$ cat src/rtl/cpu_pkg.sv
// Shared decoder definitions: opcodes, writeback-select codes, FSM states and
// the opcode-to-class decode used by decoder_pipe.
package cpu_pkg;

    typedef enum logic [1:0] {
        ST_RUN  = 2'd0,
        ST_WAIT = 2'd1,
        ST_HALT = 2'd2
    } state_t;

    localparam logic [4:0] OP_NOP   = 5'b00000;
    localparam logic [4:0] OP_CALL  = 5'b00001;
    localparam logic [4:0] OP_CMP_R = 5'b00010;
    localparam logic [4:0] OP_CMP_I = 5'b00011;
    localparam logic [4:0] OP_JMP_R = 5'b00100;
    localparam logic [4:0] OP_JMP_I = 5'b00101;
    localparam logic [4:0] OP_RTN   = 5'b11100;
    localparam logic [4:0] OP_STP   = 5'b11111;

    localparam logic [2:0] SEL_RS  = 3'b000;
    localparam logic [2:0] SEL_N   = 3'b010;
    localparam logic [2:0] SEL_ALU = 3'b100;
    localparam logic [2:0] SEL_MAS = 3'b101;
    localparam logic [2:0] SEL_RPC = 3'b001;

    typedef enum logic [3:0] {
        CLS_NOP,
        CLS_CALL,
        CLS_CMP,
        CLS_JMP_R,
        CLS_JMP_I,
        CLS_ALU,
        CLS_MAS,
        CLS_MOV,
        CLS_RTN,
        CLS_HALT
    } op_class_t;

    // STP and every unlisted opcode fall through to CLS_HALT.
    function automatic op_class_t decode_op(input logic [4:0] op);
        op_class_t cls;
        casez (op)
            OP_NOP:   cls = CLS_NOP;
            OP_CALL:  cls = CLS_CALL;
            5'b0001?: cls = CLS_CMP;
            OP_JMP_R: cls = CLS_JMP_R;
            OP_JMP_I: cls = CLS_JMP_I;
            5'b010??: cls = CLS_ALU;
            5'b0110?: cls = CLS_MAS;
            5'b0111?: cls = CLS_MOV;
            OP_RTN:   cls = CLS_RTN;
            default:  cls = CLS_HALT;
        endcase
        return cls;
    endfunction

endpackage

$ cat src/rtl/decoder_pipe_if.sv
// Instruction delivery bus: instruction, immediate, ALU flag and register-file
// read data presented together under a valid/ready handshake.
interface decoder_pipe_if #(
    parameter int DW = 16
) ();

    logic          instr_valid;
    logic          instr_ready;
    logic [DW-1:0] instr;
    logic [DW-1:0] N;
    logic          jump;
    logic [DW-1:0] rddata;
    logic [DW-1:0] rsdata;

    modport master (
        output instr_valid,
        output instr,
        output N,
        output jump,
        output rddata,
        output rsdata,
        input  instr_ready
    );

    modport slave (
        input  instr_valid,
        input  instr,
        input  N,
        input  jump,
        input  rddata,
        input  rsdata,
        output instr_ready
    );

endinterface

$ cat src/rtl/ras_stack.sv
// Return-address stack: LIFO of RAS_DEPTH entries with a 0..RAS_DEPTH fill count.
// Pushes when full and pops when empty are ignored; the caller flags them.
module ras_stack #(
    parameter int DW        = 16,
    parameter int RAS_DEPTH = 8
) (
    input  logic          clk,
    input  logic          rst_n,
    input  logic          push,
    input  logic          pop,
    input  logic [DW-1:0] din,
    output logic [DW-1:0] dout,
    output logic          full,
    output logic          empty
);

    localparam int AW = $clog2(RAS_DEPTH);
    localparam int CW = AW + 1;

    logic [DW-1:0] mem [RAS_DEPTH];
    logic [CW-1:0] count_reg;
    logic [AW-1:0] wr_idx;
    logic [AW-1:0] top_idx;
    logic          do_push;
    logic          do_pop;

    assign wr_idx  = count_reg[AW-1:0];
    assign top_idx = wr_idx - AW'(1);
    assign full    = (count_reg == CW'(RAS_DEPTH));
    assign empty   = (count_reg == '0);
    assign do_push = push && !full;
    assign do_pop  = pop && !empty;

    // The top entry must be visible in the same cycle a RTN is decoded,
    // so the read is asynchronous from this small register array.
    assign dout = mem[top_idx];

    always_ff @(posedge clk) begin
        if (do_push) begin
            mem[wr_idx] <= din;
        end
    end

    always_ff @(posedge clk) begin
        if (!rst_n) begin
            count_reg <= '0;
        end else if (do_push) begin
            count_reg <= count_reg + CW'(1);
        end else if (do_pop) begin
            count_reg <= count_reg - CW'(1);
        end
    end

endmodule

$ cat src/rtl/decoder_pipe.sv
// Instruction decoder and PC sequencer: decodes one accepted instruction per
// cycle into a registered next PC, writeback select and write strobes.
module decoder_pipe
    import cpu_pkg::*;
#(
    parameter int DW        = 16,
    parameter int RAS_DEPTH = 8
) (
    input  logic          clk,
    input  logic          rst_n,
    decoder_pipe_if.slave bus,
    output logic [DW-1:0] pc,
    output logic [DW-1:0] instr_addr1,
    output logic [DW-1:0] instr_addr2,
    output logic [2:0]    giantmux_sel,
    output logic          rd_wen,
    output logic          rs_wen,
    output logic          halted,
    output logic          ras_err
);

    state_t        state_reg, state_next;
    logic [DW-1:0] pc_reg, pc_next;
    logic [2:0]    sel_reg, sel_next;
    logic          rd_wen_reg, rd_wen_next;
    logic          rs_wen_reg, rs_wen_next;
    logic          ras_err_reg, ras_err_next;

    logic [4:0]    opcode;
    logic [1:0]    cond;
    op_class_t     op_class;
    logic          accept;
    logic [DW-1:0] base;
    logic [DW-1:0] pc_seq;
    logic [DW-1:0] pc_skip;

    logic          ras_push;
    logic          ras_pop;
    logic [DW-1:0] ras_dout;
    logic          ras_full;
    logic          ras_empty;

    // rsdata feeds the external writeback mux only; the middle instruction
    // bits are operand fields decoded elsewhere.
    logic unused_bits;
    assign unused_bits = ^{bus.rsdata, bus.instr[DW-6:2]};

    assign opcode   = bus.instr[DW-1 -: 5];
    assign cond     = bus.instr[1:0];
    assign op_class = decode_op(opcode);
    assign accept   = bus.instr_valid && (state_reg != ST_HALT);
    assign base     = opcode[0] ? DW'(2) : DW'(1);
    assign pc_seq   = pc_reg + base;
    assign pc_skip  = pc_seq + DW'(cond) + DW'(1);

    ras_stack #(
        .DW        (DW),
        .RAS_DEPTH (RAS_DEPTH)
    ) u_ras (
        .clk   (clk),
        .rst_n (rst_n),
        .push  (ras_push),
        .pop   (ras_pop),
        .din   (pc_seq),
        .dout  (ras_dout),
        .full  (ras_full),
        .empty (ras_empty)
    );

    always_comb begin
        state_next   = state_reg;
        pc_next      = pc_reg;
        sel_next     = SEL_RS;
        rd_wen_next  = 1'b0;
        rs_wen_next  = 1'b0;
        ras_err_next = ras_err_reg;
        ras_push     = 1'b0;
        ras_pop      = 1'b0;

        if (state_reg == ST_HALT) begin
            state_next = ST_HALT;
        end else if (!accept) begin
            state_next = ST_WAIT;
        end else begin
            state_next = ST_RUN;
            case (op_class)
                CLS_NOP: begin
                    pc_next = pc_seq;
                end
                CLS_CALL: begin
                    if (ras_full) begin
                        ras_err_next = 1'b1;
                        state_next   = ST_HALT;
                    end else begin
                        ras_push    = 1'b1;
                        pc_next     = bus.N;
                        sel_next    = SEL_RPC;
                        rd_wen_next = 1'b1;
                    end
                end
                CLS_RTN: begin
                    if (ras_empty) begin
                        ras_err_next = 1'b1;
                        state_next   = ST_HALT;
                    end else begin
                        ras_pop = 1'b1;
                        pc_next = ras_dout;
                    end
                end
                CLS_JMP_R: begin
                    pc_next = bus.rddata;
                end
                CLS_JMP_I: begin
                    pc_next = bus.N;
                end
                CLS_CMP: begin
                    pc_next = bus.jump ? pc_skip : pc_seq;
                end
                CLS_ALU: begin
                    pc_next     = pc_seq;
                    sel_next    = SEL_ALU;
                    rd_wen_next = 1'b1;
                end
                CLS_MAS: begin
                    pc_next     = pc_seq;
                    sel_next    = SEL_MAS;
                    rd_wen_next = 1'b1;
                end
                CLS_MOV: begin
                    pc_next     = pc_seq;
                    sel_next    = opcode[0] ? SEL_N : SEL_RS;
                    rd_wen_next = 1'b1;
                end
                default: begin
                    state_next = ST_HALT;
                end
            endcase
        end
    end

    always_ff @(posedge clk) begin
        if (!rst_n) begin
            state_reg   <= ST_RUN;
            pc_reg      <= '0;
            sel_reg     <= SEL_RS;
            rd_wen_reg  <= 1'b0;
            rs_wen_reg  <= 1'b0;
            ras_err_reg <= 1'b0;
        end else begin
            state_reg   <= state_next;
            pc_reg      <= pc_next;
            sel_reg     <= sel_next;
            rd_wen_reg  <= rd_wen_next;
            rs_wen_reg  <= rs_wen_next;
            ras_err_reg <= ras_err_next;
        end
    end

    assign bus.instr_ready = (state_reg != ST_HALT);
    assign pc              = pc_reg;
    assign instr_addr1     = pc_reg;
    assign instr_addr2     = pc_reg + DW'(1);
    assign giantmux_sel    = sel_reg;
    assign rd_wen          = rd_wen_reg;
    assign rs_wen          = rs_wen_reg;
    assign halted          = (state_reg == ST_HALT);
    assign ras_err         = ras_err_reg;

endmodule

$ cat src/flat_wrapper.sv
// flat-port wrapper written by rule: the top's interface ports become plain ports
module decoder_pipe_flat import cpu_pkg::*;
#(
    parameter int DW        = 16,
    parameter int RAS_DEPTH = 8
)
  (clk, rst_n, pc, instr_addr1, instr_addr2, giantmux_sel, rd_wen, rs_wen, halted, ras_err, bus_instr_valid, bus_instr, bus_N, bus_jump, bus_rddata, bus_rsdata, bus_instr_ready);
  decoder_pipe_if #(.DW(DW)) bus_i ();
  input  logic clk;
  input  logic rst_n;
  output logic [DW-1:0] pc;
  output logic [DW-1:0] instr_addr1;
  output logic [DW-1:0] instr_addr2;
  output logic [2:0] giantmux_sel;
  output logic rd_wen;
  output logic rs_wen;
  output logic halted;
  output logic ras_err;
  input wire logic [$bits(bus_i.instr_valid)-1:0] bus_instr_valid;
  input wire logic [$bits(bus_i.instr)-1:0] bus_instr;
  input wire logic [$bits(bus_i.N)-1:0] bus_N;
  input wire logic [$bits(bus_i.jump)-1:0] bus_jump;
  input wire logic [$bits(bus_i.rddata)-1:0] bus_rddata;
  input wire logic [$bits(bus_i.rsdata)-1:0] bus_rsdata;
  output wire logic [$bits(bus_i.instr_ready)-1:0] bus_instr_ready;
  assign bus_i.instr_valid = bus_instr_valid;
  assign bus_i.instr = bus_instr;
  assign bus_i.N = bus_N;
  assign bus_i.jump = bus_jump;
  assign bus_i.rddata = bus_rddata;
  assign bus_i.rsdata = bus_rsdata;
  assign bus_instr_ready = bus_i.instr_ready;
  decoder_pipe #(.DW(DW), .RAS_DEPTH(RAS_DEPTH)) u_core (.clk(clk), .rst_n(rst_n), .bus(bus_i), .pc(pc), .instr_addr1(instr_addr1), .instr_addr2(instr_addr2), .giantmux_sel(giantmux_sel), .rd_wen(rd_wen), .rs_wen(rs_wen), .halted(halted), .ras_err(ras_err));
endmodule
$ cat config.mk
export PLATFORM = sky130hd
export DESIGN_NAME = decoder_pipe_flat
export DESIGN_NICKNAME = d
export VERILOG_FILES = /design/src/rtl/cpu_pkg.sv /design/src/rtl/decoder_pipe_if.sv /design/src/rtl/ras_stack.sv /design/src/rtl/decoder_pipe.sv /design/src/flat_wrapper.sv
export SDC_FILE = /design/constraint.sdc
export NUM_CORES = 1
export LEC_CHECK = 0
export CAP_MARGIN = 5
export CORE_MARGIN = 10
export CORE_UTILIZATION = 33
export CTS_BUF_LIST = sky130_fd_sc_hd__clkbuf_2
export DETAILED_ROUTE_END_ITERATION = 10
export GPL_TIMING_DRIVEN = 1
export MAX_ROUTING_LAYER = met4
export PLACE_DENSITY = 0.61
export SKIP_CTS_REPAIR_TIMING = 1
export SYNTH_ARGS = -nofsm -noshare
export SYNTH_HDL_FRONTEND = slang
export SYNTH_SLANG_ARGS = --single-unit
$ cat constraint.sdc
create_clock -name clk -period 7.01 [get_ports clk]
set_clock_uncertainty 0.15 [all_clocks]
set_input_delay 1.0515 -clock clk [delete_from_list [all_inputs] [get_ports clk]]
set_output_delay 1.0515 -clock clk [all_outputs]
set_load 0.01 [all_outputs]
Word level (Yosys, flattened, before mapping)
Memories as Yosys holds them, arrays and structs flattened.
Index checks and enable logic that the tools add are counted.
{"block": "totals", "register_bits": 27, "ramBits": 128, "in_bits": 68, "wordCells": 89, "mem_count": 1}
{"block": "op_classes", "add_sub_neg": 7, "eq_ne": 23, "mux": 30, "bitwise_logic": 3, "n_reduce_logical": 18}
{"name": "u_core.u_ras.mem", "depth": 8, "width": 16, "read_ports": 1, "rd_ports_with_merged_regs": 0, "wr": 1, "line_no": "ras_stack.sv:20", "rtl": "logic [DW-1:0] mem [RAS_DEPTH];"}
{"cell": "$pmux W16 S6", "n": 1}
{"cell": "$mux W16", "n": 3}
{"cell": "$pmux W4 S9", "n": 1}
{"cell": "$add A16 B1 Y16 const B", "n": 2}
{"cell": "$eq A4 B3 Y1 const B", "n": 6}
{"cell": "$add A16 B16 Y16", "n": 1}
{"cell": "$add A16 B2 Y16", "n": 1}
{"cell": "$mux W1", "n": 13}
{"cell": "$mux W2", "n": 6}
{"cell": "$pmux W3 S4", "n": 1}
{"cell": "$eq A5 B3 Y1 const B", "n": 2}
{"cell": "$ne A2 B2 Y1 const B", "n": 5}
{"cell": "$reduce_and A5 Y1", "n": 2}
{"cell": "$eq A4 B1 Y1 const B", "n": 2}
{"cell": "$eq A4 B2 Y1 const B", "n": 2}
{"cell": "$eq A4 B4 Y1 const B", "n": 2}
{"cell": "$logic_not A4 Y1", "n": 2}
{"cell": "$mux W4", "n": 2}
{"cell": "$reduce_or A7 Y1", "n": 1}
{"cell": "$pmux W2 S3", "n": 1}
{"cell": "$reduce_bool A6 Y1", "n": 1}
{"cell": "$reduce_or A3 Y1", "n": 2}
{"cell": "$eq A5 B1 Y1 const B", "n": 1}
{"cell": "$eq A5 B5 Y1 const B", "n": 1}
{"cell": "other kinds (13)", "n": 20}

Logic depth before layout (Yosys ltp)
Gate-level depths: netlist (run 1).
{"block": "depth", "ltp_word": 9, "ltp_mapped": 14, "ltp_nobuf": 13}

By module
Synthesis (run 1) repeated with hierarchy kept, for this count alone.
{"block": "hier_totals", "hier_cells": 608, "area_unflattened_um2": 7873.8}
{"module": "ras_stack", "n_inst": 1, "cells_each": 233, "area_each_um2": 5226.3, "seq_area_each_um2": 3923.8}
{"module": "decoder_pipe", "n_inst": 1, "cells_each": 375, "area_each_um2": 2647.5, "seq_area_each_um2": 460.4}

Worst setup path after synthesis (run 1)
Ideal clock, no wire load.
{"block": "synth_path", "kind": "input to register", "from": "input bus_instr[11]", "to": "register u_core.pc_reg[8] (netlist: u_core.instr_addr1[8])", "arrival_time_ns": 3.819, "required_time_ns": 6.736, "setup_slack_ns": 2.917, "cell_stages": 13, "cell_sequence": "clkbuf_1 > inv_1 > ha_1 > inv_1 > fa_1 > inv_1 > fa_1 > nand3_1 > or4_1 > nand3b_1 > a21o_1 > a211oi_1 > o31ai_1"}
{"block": "synth_between", "elab_chain_len": 6, "elab_cells_between_ends": 26, "cone_classes": "add/sub: 3; eq/ne: 14; mux: 4; reduce/logical: 5"}
{"element": "start: declaration", "line_no": "flat_wrapper.sv:20", "rtl": "input wire logic [$bits(bus_i.instr)-1:0] bus_instr;"}
{"element": "$mux W2", "line_no": "decoder_pipe.sv:52", "rtl": "assign base = opcode[0] ? DW'(2) : DW'(1);"}
{"element": "$add A16 B16 Y16", "line_no": "decoder_pipe.sv:53", "rtl": "assign pc_seq = pc_reg + base;"}
{"element": "named net u_core.pc_seq[1]", "line_no": "decoder_pipe.sv:34", "rtl": "logic [DW-1:0] pc_seq;"}
{"element": "$add A16 B2 Y16", "line_no": "decoder_pipe.sv:54", "rtl": "assign pc_skip = pc_seq + DW'(cond) + DW'(1);"}
{"element": "$add A16 B1 Y16", "line_no": "decoder_pipe.sv:54"}
{"element": "$mux W16", "line_no": "decoder_pipe.sv:117", "rtl": "pc_next = bus.jump ? pc_skip : pc_seq;"}
{"element": "$pmux W16 S6", "line_no": "decoder_pipe.sv:86", "rtl": "case (op_class)"}
{"element": "end signal: assignment", "line_no": "decoder_pipe.sv:151", "rtl": "pc_reg <= pc_next;"}
{"element": "end: declaration", "line_no": "decoder_pipe.sv:23", "rtl": "logic [DW-1:0] pc_reg, pc_next;"}
The timed path passes the listed nets, and every way through them passes these cells.
A chain may end at the register's enable or synchronous reset.

Final worst setup path (run 1)
{"block": "layout_path", "from": "input bus_instr[11]", "to": "register u_core.pc_reg[9] (netlist: u_core.instr_addr1[9])"}
Same word-level chain as after synthesis.

==> results_dict.tcl, run 1 <==
set metrics [dict create \
    wirelength_um 21800 \
    numPortBuffers 97 \
    die-height_um 175 \
    core_area_sq_um 23600 \
    die_x_um 175 \
    min_period_ps 4550 \
    power.switching_mw 0.520 \
    use_met3_pct 3.19 \
    fin_setup_tns_ps 0 \
    syn_inst 626 \
    fin_ws_ps 2460 \
    final_cells 1032 \
    dpl_worst_slack_ps 1720 \
    critPathRequiredTime_ps 7490 \
    viasPerCell 5.31 \
    mostFrequentLayoutCells "128 x edfxtp_1, 97 x clkdlybuf4s50_1, 49 x nand2_1" \
    grt_usage_pct 14.7 \
    p_clk_share_pct 29.6 \
    syn2layout_area_growth_pct 18.4 \
    antenna_found_initial 0 \
    use_met2_pct 22.6 \
    root_buffer "clkbuf_2" \
    start_util_pct 33.7 \
    ctsHtreeMaxLevel 4 \
    synth_edf_count 128 \
    cp-startpoint "bus_instr[11]" \
    grt_pass1_vias 5523 \
    cp_max_fo 15 \
    grt.overflow.total 0 \
    synthesis.nets 706 \
    path_delay_family "buffers and inverters" \
    setup_viol 0 \
    irDropWorstVdd_uv 145 \
    first_pass_iters 5 \
    die_area_sq_um 30700 \
    drtIter0Drc 514 \
    use_met1_pct 19.8 \
    syn_area_sq_um 7950 \
    power_frac_comb_pct 13.5 \
    boundaryPins 124 \
    ys_types 75 \
    gp_congestion 0.838 \
    yosysTopAreaCell "edfxtp_1" \
    clock_latency_ps 740 \
    async_reset_ff_share_pct 0 \
    synth-seq-cells 155 \
    clkSinkCount 155 \
    cp.arrival_ps 5030 \
    worstSetupEndpointType "flop" \
    cp_slowest_cell "clkdlybuf4s50_1" \
    drive_gt1_share_pct 15.6 \
    intPower_mw 1.31 \
    synth_top_area_share_pct 48.3 \
    drv_cap 0 \
    swShare_pct 28.5 \
    slowest_delay_ps 680 \
    hold_violations 0 \
    grt_pass1_wl_um 33900 \
    max_freq_mhz 220 \
    path_clk_slew_ps 270 \
    worstSetupPathType "input port to flop" \
    leakage_nw 3.14 \
    grt_max_degree 40 \
    fin_crit_sh_pct 64.9 \
    path_common_cell "inv_1" \
    max_slew_margin_pct 24.5 \
    rows 56 \
    final_nets 780 \
    hp-start "u_core.ras_err" \
    drc 0 \
    cellPowerDensity_nw_per_um2 194 \
    dp_cells 1000 \
    critPathBufInv 4 \
    slew_violations 0 \
    syn_avg_cell_area_sq_um 12.7 \
    status "finished clean" \
    ys.flop_type "edfxtp_1" \
    antenna_cells 0 \
    power.total_mw 1.83 \
    dp_hpwl_um 14900 \
    synth.yosys.warnings 0 \
    crit_chain "clkdlybuf4s50_1, inv_1, ha_1, inv_1, fa_1, inv_1, ha_1, nor2b_1, o211ai_1, nor3_2, o2111ai_2, xnor2_1, a211oi_1, nor4b_2" \
    tightest_slew_ps 1120 \
    avgRoutedWirePerCell_um 21.1 \
    grt_setup_unrepaired "false" \
    seqPwrFrac_pct 56.9 \
    vias 5475 \
    cts_tree "done" \
    r2r-start "u_core.u_ras.count_reg[0]" \
    synth_top_cells_by_area "edfxtp_1 48%, mux4_2 9.1%, dfxtp_1 6.8%, nand2_1 2.3%, xnor2_1 2.3%" \
    largest_reg_flops 128 \
    cts_buffer_depth 2 \
    cts_buffers 17 \
    critPathLaunchType "input port" \
    grt.busiest_layer "met2" \
    seq_area_frac_synth_pct 55.1 \
    fillerInstances 2293 \
    mostFrequentLayoutCell "edfxtp_1" \
    hold_path.class "flop to flop" \
    final_antenna_net_count 0 \
]
power groups by stage:
stage,Sequential (mW),Clock (mW),Combinational [mW]
floorplan,1.05,0,0.149
global placement,1.06,0,0.245
detailed placement,1.06,0,0.246
CTS,1.04,0.553,0.247
global route,1.04,0.601,0.267
finish,1.04,0.540,0.246
cells in the mapped netlist, types with 3 or more instances:
| cell type | number |
|---|---|
| ha_1 | 9 |
| a21o_1 | 6 |
| xor2_1 | 12 |
| nand3b_1 | 3 |
| o211ai_1 | 7 |
| buf_4 | 21 |
| nand3_1 | 24 |
| o221ai_1 | 6 |
| and2_1 | 5 |
| a221oi_1 | 3 |
| nor2b_1 | 8 |
| xnor2_1 | 21 |
| mux4_2 | 32 |
| nand2_1 | 49 |
| a211o_1 | 3 |
| fa_1 | 3 |
| inv_1 | 22 |
| a21boi_0 | 5 |
| mux2i_1 | 9 |
| nor2_1 | 28 |
| o211a_1 | 4 |
| o21ai_0 | 23 |
| a21oi_1 | 23 |
| o31ai_1 | 3 |
| clkbuf_1 | 14 |
| a31oi_1 | 5 |
| buf_2 | 16 |
| nor3_1 | 18 |
| buf_1 | 4 |
| edfxtp_1 | 128 |
| or2_2 | 3 |
| o22a_1 | 4 |
| nor3b_1 | 3 |
| o21a_1 | 6 |
| nor4_1 | 6 |
| nand4_1 | 7 |
| dfxtp_1 | 27 |
| a211oi_1 | 7 |
| nand2b_1 | 4 |
| nor4_2 | 3 |
per-stage QoR:
step	cell area [sq um]	utilization [%]	hold WS, ps
floorplan	7950	-	359
global placement	9150	38.8	299
detailed placement	9150	38.8	308
CTS	9410	39.9	364
global route	9410	39.9	382
finish	9410	39.9	359
worst paths after layout:
check                            to  slack (ps)  depth (start not counted)
max           u_core.instr_addr1[9]        2460                         14
min                  u_core.ras_err         360                          1
max reg2reg  u_core.u_ras.mem[7][6]        3050                          8
min reg2reg          u_core.ras_err         360                          1
per-layer routing:
layer	up-vias	routed length [um]	part of all wire [%]
met3	9	1120	5.1
met1	2788	10100	46
li1	2519	-	-
met4	0	104	0.48
met2	159	10400	48
met5	-	0	0
cells by family after synthesis:
| logic type | after synthesis | share of synthesized area [%] |
|---|---|---|
| AOI/OAI and AO/OA | 121 | 10.8 |
| xor gates and xnor gates | 35 | 4.04 |
| adders and majority gates | 12 | 2.17 |
| buffers and inverters | 78 | 5.02 |
| DFF | 155 | 55.1 |
| muxes | 41 | 10.2 |
| other | 1 | 0.0472 |
| and+or+nand+nor | 183 | 12.6 |
final cells by class:
class                      count  area [sq um]  share of cell area, %
inverter                      22          82.6                  0.877
clock inverter                15           179                   1.90
multi-input combinational    393          3210                   34.1
tap                          319           399                   4.24
clock buffer                  17          85.1                  0.904
timing repair buffer         111          1080                   11.4
sequential                   155          4390                   46.6
(Power assumes the default switching activity.)
==> run 2: changes to the inputs <==
--- a/config.mk
+++ b/config.mk
@@ -12,7 +12,7 @@
 export DETAILED_ROUTE_END_ITERATION = 10
 export GPL_TIMING_DRIVEN = 1
 export MAX_ROUTING_LAYER = met4
-export PLACE_DENSITY = 0.61
+export PLACE_DENSITY = 0.63
 export SKIP_CTS_REPAIR_TIMING = 1
 export SYNTH_ARGS = -nofsm -noshare
 export SYNTH_HDL_FRONTEND = slang
==> constraint.sdc (replaced) <==
create_clock -name clk -period 3.9 [get_ports clk]
set_clock_uncertainty 0.15 [all_clocks]
set_input_delay 0.585 -clock clk [delete_from_list [all_inputs] [get_ports clk]]
set_output_delay 0.585 -clock clk [all_outputs]
set_load 0.01 [all_outputs]
==> run 2 against run 1 <==
Compared with the run above: power up 77%; final area up 2.7%; via count up 2.5%; non-clock buffer count up 35; first-iteration DRC count up 15%; clock power up 64%; largest power group unchanged.
==> results_dict.tcl, run 2 (synthesis gave the netlist of run 1 again) <==
set metrics [dict create \
    status "finished clean" \
    mostFrequentLayoutCells "128 x edfxtp_1, 97 x clkdlybuf4s50_1, 49 x nand2_1" \
    mostFrequentLayoutCell "edfxtp_1" \
    final_util_pct 40.9 \
    wirelength_um 21900 \
    clkSinkCount 155 \
    max_freq_mhz 281 \
    seqPwrFrac_pct 57.3 \
    holdWs_ps 337 \
    boundaryPins 124 \
    grt.overflow.total 0 \
    worstSetupEndpointType "output pin" \
    drtIter0Drc 593 \
    intPower_mw 2.35 \
    gp_congestion 0.865 \
    ctsHtreeMaxLevel 4 \
    first_pass_iters 6 \
    cellPowerDensity_nw_per_um2 334 \
    setup_viol 0 \
    p_clk_share_pct 27.5 \
    drive_gt1_share_pct 19.4 \
    die-height_um 175 \
    tightest_slew_ps 774 \
    irDropWorstVdd_uv 209 \
    numPortBuffers 97 \
    worstSetupPathType "flop to output pin" \
    grt_pass1_vias 5623 \
    path_clk_slew_ps 230 \
    slew_violations 0 \
    grt_pass1_wl_um 33900 \
    cts_tree "done" \
    die_x_um 175 \
    critPathRequiredTime_ps 3160 \
    grt_usage_pct 14.6 \
    power.total_mw 3.23 \
    min_period_ps 3560 \
    fin_ws_ps 343 \
    die_area_sq_um 30700 \
    fin_setup_tns_ps 0 \
    swShare_pct 27.3 \
    antenna_cells 0 \
    cts_buffer_depth 2 \
    cp.arrival_ps 2820 \
    largest_reg_flops 128 \
    max_slew_margin_pct 48.4 \
    dpl_worst_slack_ps 34.7 \
    syn2layout_area_growth_pct 21.6 \
    viasPerCell 5.26 \
    cp_max_fo 14 \
    rows 56 \
    critPathLaunchType "flop" \
    clock_latency_ps 700 \
    antenna_found_initial 0 \
    cts_buffers 17 \
    vias 5613 \
    fin_crit_sh_pct 91.2 \
    core_area_sq_um 23600 \
    hold_violations 0 \
    start_util_pct 33.7 \
    hold_path.class "input port to flop" \
    avgRoutedWirePerCell_um 20.5 \
    final_nets 815 \
    leakage_nw 3.31 \
    drc 0 \
    final_antenna_net_count 0 \
    root_buffer "clkbuf_2" \
    power_frac_comb_pct 15.2 \
    grt_max_degree 39 \
    power.switching_mw 0.883 \
    drv_cap 0 \
    grt_setup_unrepaired "false" \
    dp_hpwl_um 15300 \
]
[run 2: worst max-delay path: stages, from the launching register on]
cell             delay [ps]
dfxtp_1                 360
buf_4                   190
and4_1                  320
nand3_1                 190
nor2_1                  230
nand3_1                 110
xnor2_1                 160
clkdlybuf4s50_1         560
[run 2: cell type report]
class | instances | area (sq um)
Fill cell | 2284 | 13900
Sequential cell | 155 | 4390
Multi-Input combinational cell | 393 | 3210
Timing Repair Buffer | 146 | 1350
Tap cell | 319 | 399
Clock inverter | 14 | 144
Clock buffer | 18 | 90.1
Inverter | 22 | 82.6
[run 2: stage by stage]
| stage | instances | instance area, sq um |
|---|---|---|
| after global placement | 1035 | 9430 |
| after floorplan | 626 | 7960 |
| after detailed placement | 1035 | 9430 |
| after global routing | 1067 | 9670 |
| final | 1067 | 9670 |
| after CTS | 1067 | 9660 |
[run 2: routing by layer]
layer | global-route usage [%] | vias up | wire, um
li1 | - | 2593 | -
met1 | 20.2 | 2799 | 10100
met2 | 21.4 | 202 | 9970
met3 | 3.77 | 19 | 1560
met4 | 2.58 | 0 | 211
met5 | - | - | 0
[run 2: final timing paths]
| check | start | end | slack [ps] | cells after the start |
|---|---|---|---|---|
| setup / recovery | u_core.instr_addr1[8] | instr_addr2[13] | 340 | 7 |
| hold / removal | bus_instr_valid | u_core.state_reg[0] | 340 | 2 |
| setup reg to reg | u_core.instr_addr1[0] | u_core.instr_addr1[9] | 490 | 12 |
| hold reg to reg | u_core.ras_err | u_core.ras_err | 350 | 1 |
[run 2: power by group through the flow]
stage | logic [mW] | clock network, mW | registers, mW
final | 0.492 | 0.887 | 1.85
after global routing | 0.531 | 0.985 | 1.85
after CTS | 0.493 | 0.907 | 1.85
after detailed placement | 0.490 | 0 | 1.89
after global placement | 0.489 | 0 | 1.89
after floorplan | 0.268 | 0 | 1.88
